File: config.mk
export PLATFORM = sky130hd
export DESIGN_NAME = sign_narrow_flat
export DESIGN_NICKNAME = d
export VERILOG_FILES = /design/src/rtl/sign_narrow_if.sv /design/src/rtl/sign_narrow.sv /design/src/flat_wrapper.sv
export SDC_FILE = /design/constraint.sdc
export NUM_CORES = 1
export LEC_CHECK = 0
export ABC_CLOCK_PERIOD_IN_PS = 3270
export CAP_MARGIN = 20
export CORE_UTILIZATION = 55
export CTS_BUF_LIST = sky130_fd_sc_hd__clkbuf_4
export DETAILED_ROUTE_END_ITERATION = 8
export GPL_TIMING_DRIVEN = 0
export HOLD_SLACK_MARGIN = 0.08
export PLACE_DENSITY = 0.87
export SLEW_MARGIN = 25
export SYNTH_ARGS = -nofsm -noshare
export SYNTH_HDL_FRONTEND = slang
export SYNTH_SLANG_ARGS = --single-unit
File: constraint.sdc
create_clock -name clk -period 3.27 [get_ports clk]
set_clock_uncertainty 0.2 [all_clocks]
set_input_delay 0.327 -clock clk [delete_from_list [all_inputs] [get_ports clk]]
set_output_delay 0.327 -clock clk [all_outputs]
set_load 0.01 [all_outputs]
File: src/rtl/sign_narrow_if.sv
// Handshake bundle for sign_narrow: the input stream, the narrowed output stream,
// and the overflow counter controls.
interface sign_narrow_if #(
    parameter int N = 12
);
    logic         in_valid;
    logic         in_ready;
    logic [15:0]  dataIn;
    logic         out_valid;
    logic         out_ready;
    logic [N-1:0] dataOut;
    logic         ovf;
    logic         clear_count;
    logic [7:0]   ovf_count;

    modport master (
        output in_valid,
        input  in_ready,
        output dataIn,
        input  out_valid,
        output out_ready,
        input  dataOut,
        input  ovf,
        output clear_count,
        input  ovf_count
    );

    modport slave (
        input  in_valid,
        output in_ready,
        input  dataIn,
        output out_valid,
        input  out_ready,
        output dataOut,
        output ovf,
        input  clear_count,
        output ovf_count
    );
endinterface

File: src/rtl/sign_narrow.sv
// Narrows 16-bit signed values to N bits, flags and counts values that do not fit, and buffers results in a 2-entry queue.
// Define SIGN_NARROW_SAT_EN to saturate out-of-range values; otherwise they wrap to the low N bits.
module sign_narrow #(
    parameter int N = 12
) (
    input  logic          clk,
    input  logic          rst,
    sign_narrow_if.slave  bus
);
    localparam logic [15:0]  HI_MASK = 16'hFFFF << (N - 1);
    localparam logic [N-1:0] SAT_POS = {1'b0, {(N - 1){1'b1}}};
    localparam logic [N-1:0] SAT_NEG = {1'b1, {(N - 1){1'b0}}};

    logic [15:0]  hi_bits;
    logic         fits;
    logic [N-1:0] narrow_val;
    logic         push;
    logic         pop;

    logic [N-1:0] q_val [2];
    logic         q_ovf [2];
    logic         wr_ptr;
    logic         rd_ptr;
    logic [1:0]   count;

    // A value fits when bits [15:N-1] are all copies of the sign bit.
    always_comb begin
        hi_bits    = bus.dataIn & HI_MASK;
        fits       = (hi_bits == 16'h0000) || (hi_bits == HI_MASK);
        narrow_val = bus.dataIn[N-1:0];
`ifdef SIGN_NARROW_SAT_EN
        if (!fits) begin
            narrow_val = bus.dataIn[15] ? SAT_NEG : SAT_POS;
        end
`endif
    end

    assign bus.in_ready  = (count != 2'd2);
    assign bus.out_valid = (count != 2'd0);
    assign bus.dataOut   = q_val[rd_ptr];
    assign bus.ovf       = q_ovf[rd_ptr];

    assign push = bus.in_valid && bus.in_ready;
    assign pop  = bus.out_valid && bus.out_ready;

    always_ff @(posedge clk) begin
        if (rst) begin
            for (int i = 0; i < 2; i++) begin
                q_val[i] <= '0;
                q_ovf[i] <= 1'b0;
            end
            wr_ptr <= 1'b0;
            rd_ptr <= 1'b0;
            count  <= 2'd0;
        end else begin
            if (push) begin
                q_val[wr_ptr] <= narrow_val;
                q_ovf[wr_ptr] <= !fits;
                wr_ptr        <= !wr_ptr;
            end
            if (pop) begin
                rd_ptr <= !rd_ptr;
            end
            case ({push, pop})
                2'b10:   count <= count + 2'd1;
                2'b01:   count <= count - 2'd1;
                default: count <= count;
            endcase
        end
    end

    // Clear wins over the increment, but a same-cycle overflowing accept still counts.
    always_ff @(posedge clk) begin
        if (rst) begin
            bus.ovf_count <= 8'd0;
        end else if (bus.clear_count) begin
            bus.ovf_count <= (push && !fits) ? 8'd1 : 8'd0;
        end else if (push && !fits && (bus.ovf_count != 8'd255)) begin
            bus.ovf_count <= bus.ovf_count + 8'd1;
        end
    end
endmodule

File: src/flat_wrapper.sv
// flat-port wrapper written by rule: the top's interface ports become plain ports
module sign_narrow_flat 
#(
    parameter int N = 12
)
  (clk, rst, bus_in_valid, bus_in_ready, bus_dataIn, bus_out_valid, bus_out_ready, bus_dataOut, bus_ovf, bus_clear_count, bus_ovf_count);
  sign_narrow_if #(.N(N)) bus_i ();
  input  logic clk;
  input  logic rst;
  input wire logic [$bits(bus_i.in_valid)-1:0] bus_in_valid;
  output wire logic [$bits(bus_i.in_ready)-1:0] bus_in_ready;
  input wire logic [$bits(bus_i.dataIn)-1:0] bus_dataIn;
  output wire logic [$bits(bus_i.out_valid)-1:0] bus_out_valid;
  input wire logic [$bits(bus_i.out_ready)-1:0] bus_out_ready;
  output wire logic [$bits(bus_i.dataOut)-1:0] bus_dataOut;
  output wire logic [$bits(bus_i.ovf)-1:0] bus_ovf;
  input wire logic [$bits(bus_i.clear_count)-1:0] bus_clear_count;
  output wire logic [$bits(bus_i.ovf_count)-1:0] bus_ovf_count;
  assign bus_i.in_valid = bus_in_valid;
  assign bus_in_ready = bus_i.in_ready;
  assign bus_i.dataIn = bus_dataIn;
  assign bus_out_valid = bus_i.out_valid;
  assign bus_i.out_ready = bus_out_ready;
  assign bus_dataOut = bus_i.dataOut;
  assign bus_ovf = bus_i.ovf;
  assign bus_i.clear_count = bus_clear_count;
  assign bus_ovf_count = bus_i.ovf_count;
  sign_narrow #(.N(N)) u_core (.clk(clk), .rst(rst), .bus(bus_i));
endmodule
==> run metrics <==
outcome finished clean; Finished Layout Cells 246; Final Cell Area 2390 um2; Post-CTS Setup Inserts 0; Slew @ Worst Pin 0.678 ns; total track usage 22.9%; clock root buffer clkbuf_4; Fin. Hold Viols 0; WS Path Type reg2out; clk sinks 39; Longest Clk Path Bufs 2; Final setup viols 0; CP peak stage delay 0.48 ns; Pins Over Slew Limit 0; Starting DRT DRC Count 39; top post-synthesis cells by area edfxtp_1 42%, dfxtp_1 14%, mux2_2 8.5%; Gate Count Post-Synth 152; Reg clk slew, reported paths 0.11 ns; Worst Path Max Fanout 10; Synth Net Count 175; Yosys Warn Count 0; row count 20; drt pass-1 iters 4; Final min period 2.62 ns; post-cts sizing count 0; Setup TNS Final 0 ns; GPL Wtd Cong 0.846; Port Buffer Count 42; Max Cap Viol 0; worst vdd rail ir drop 0.356 mV; Diodes inserted 0; Crit. End Element primary output; grt total ovfl 0; die height 60.1 um; Async SR Flop Fraction 0%; most common cell after layout, fill and taps aside clkdlybuf4s50_1; die width 60.1 um; largest net degree at the start of global routing 14; Post-DP Area 2330 um2; Yosys top cell by area edfxtp_1; Max Clk Rate 382 MHz; first-pass GRT wire length 5710 um; Routed WL 3600 um; number of synthesized register bits 39; Ports 44; Seq/Total Area, Yosys 56.1%; CP Launch Type flip-flop; Post-DRT Antenna Nets 0; Final HPWL DP 2640 um; vias 1,390; H-tree lvl count 2; commonest cells after routing, fill and taps aside 42 x clkdlybuf4s50_1, 26 x edfxtp_1, 24 x and2_1; share of layout cells above drive strength 1 17.3%; fraction of post-synthesis cell area in the top cell type by area 42.1%; Req. time, crit path 2.74 ns; CP Data Arrival Time 2.09 ns; Pwr Density 584 nW/um2; insertion delay to the later sink of the worst-skew pair 0.34 ns; crit-path cells buf_1, mux2_2, clkdlybuf4s50_1; setup ws final 0.650 ns; synthesized area 1850 um2; Slew HR 54.8%; floorplan core area 3130 um2; Area Overhead vs Synth 28.9%; drt wl/cell 14.6 um; Placed Instances 238; Leak 0.000853 uW; hold buffers post-CTS 0; Final Net Count 224; Place WS 0.923 ns; Via density 5.65; final worst path period share 80.1%; Hold Path Class reg2reg; DIE AREA 3610 um2; predominant post-synthesis flop cell edfxtp_1; # DRC 0; Inserted Clock Buffers 5; initial antenna violation count 0; mean area per synthesized cell 12.2 um2; initial core utilization 59.3%; Yosys cell types 38; CTS tree built; RSZ-0062 raised after global routing no; count of flip-flops with a built-in enable after synthesis 26; slowest CP cell clkdlybuf4s50_1; vias in the first global route 1,327
==> final cells by class <==
class                   count  area [um2]
flip-flops and latches     39        1040
multi-input cells         105         779
fillers                   209         737
repair buffers             42         420
well taps                  44        55.1
clock buffers               7        52.6
plain buffers               6        30.0
inverters                   2        7.51
clock inverters             1        5.00
==> routing by layer <==
metal | vias up | GRT usage [%] | wire length [um]
met5 | - | 0 | 0
met2 | 58 | 40.0 | 1870
li1 | 657 | - | -
met1 | 663 | 24.4 | 1400
met3 | 12 | 6.71 | 213
met4 | 0 | 13.6 | 112
==> per-stage QoR <==
stage	utilization [%]	total power (uW)	hold slack, ns
finish	76.4	1400	0.300
detailed placement	74.6	1160	0.283
global placement	74.5	1140	0.270
global route	76.4	1470	0.346
floorplan	-	933	0.267
CTS	76.4	1410	0.303
==> cell usage after synthesis, types with 3 or more instances <==
cell type  instances
or2_2              3
a21oi_1            4
and2_1            24
mux2_2            14
o31ai_1            3
nor2_1             6
or4_1              3
nor4_1             3
or3_1              4
dfxtp_1           13
mux2i_1            3
nand2_1            6
clkbuf_1           4
edfxtp_1          26
nand3_1            5
==> flip-flops by register name, indices dropped and copies added (netlist names), named ones only <==
name                  cells
u_core.q_val             24
u_core.wr_ptr             1
u_core.rd_ptr             1
u_core.q_ovf              2
u_core.count              2
u_core.bus.ovf_count      8
==> cell families after synthesis <==
| group | synth area share [%] |
|---|---|
| fa+ha+maj | 1.35 |
| xor+xnor | 1.89 |
| buf+inv | 2.02 |
| mux | 11.3 |
| compound gates | 4.72 |
| flops | 56.1 |
| simple gates | 22.5 |
==> power breakdown <==
part	switching [uW]	internal (uW)	leakage, uW
Clock	149	100	0.0000361
Sequential	41.4	615	0.000382
Combinational	211	279	0.000435
==> worst paths after layout <==
| kind | startpoint | endpoint | slack [ns] | depth (start not counted) |
|---|---|---|---|---|
| max reg2reg | u_core.count[0] | u_core.q_val[1][7] | 1.19 | 5 |
| min reg2reg | u_core.bus.ovf_count[7] | u_core.bus.ovf_count[7] | 0.30 | 2 |
| max | flip-flop | bus_dataOut[1] | 0.65 | 3 |
| min | u_core.bus.ovf_count[7] | u_core.bus.ovf_count[7] | 0.30 | 2 |
==> critical path, delay by kind of cell (launching register included) <==
| family | cells | cell delay (ns) |
|---|---|---|
| buffers and inverters | 2 | 0.94 |
| DFF | 1 | 0.42 |
| muxes | 1 | 0.40 |
(Power assumes the default switching activity.)
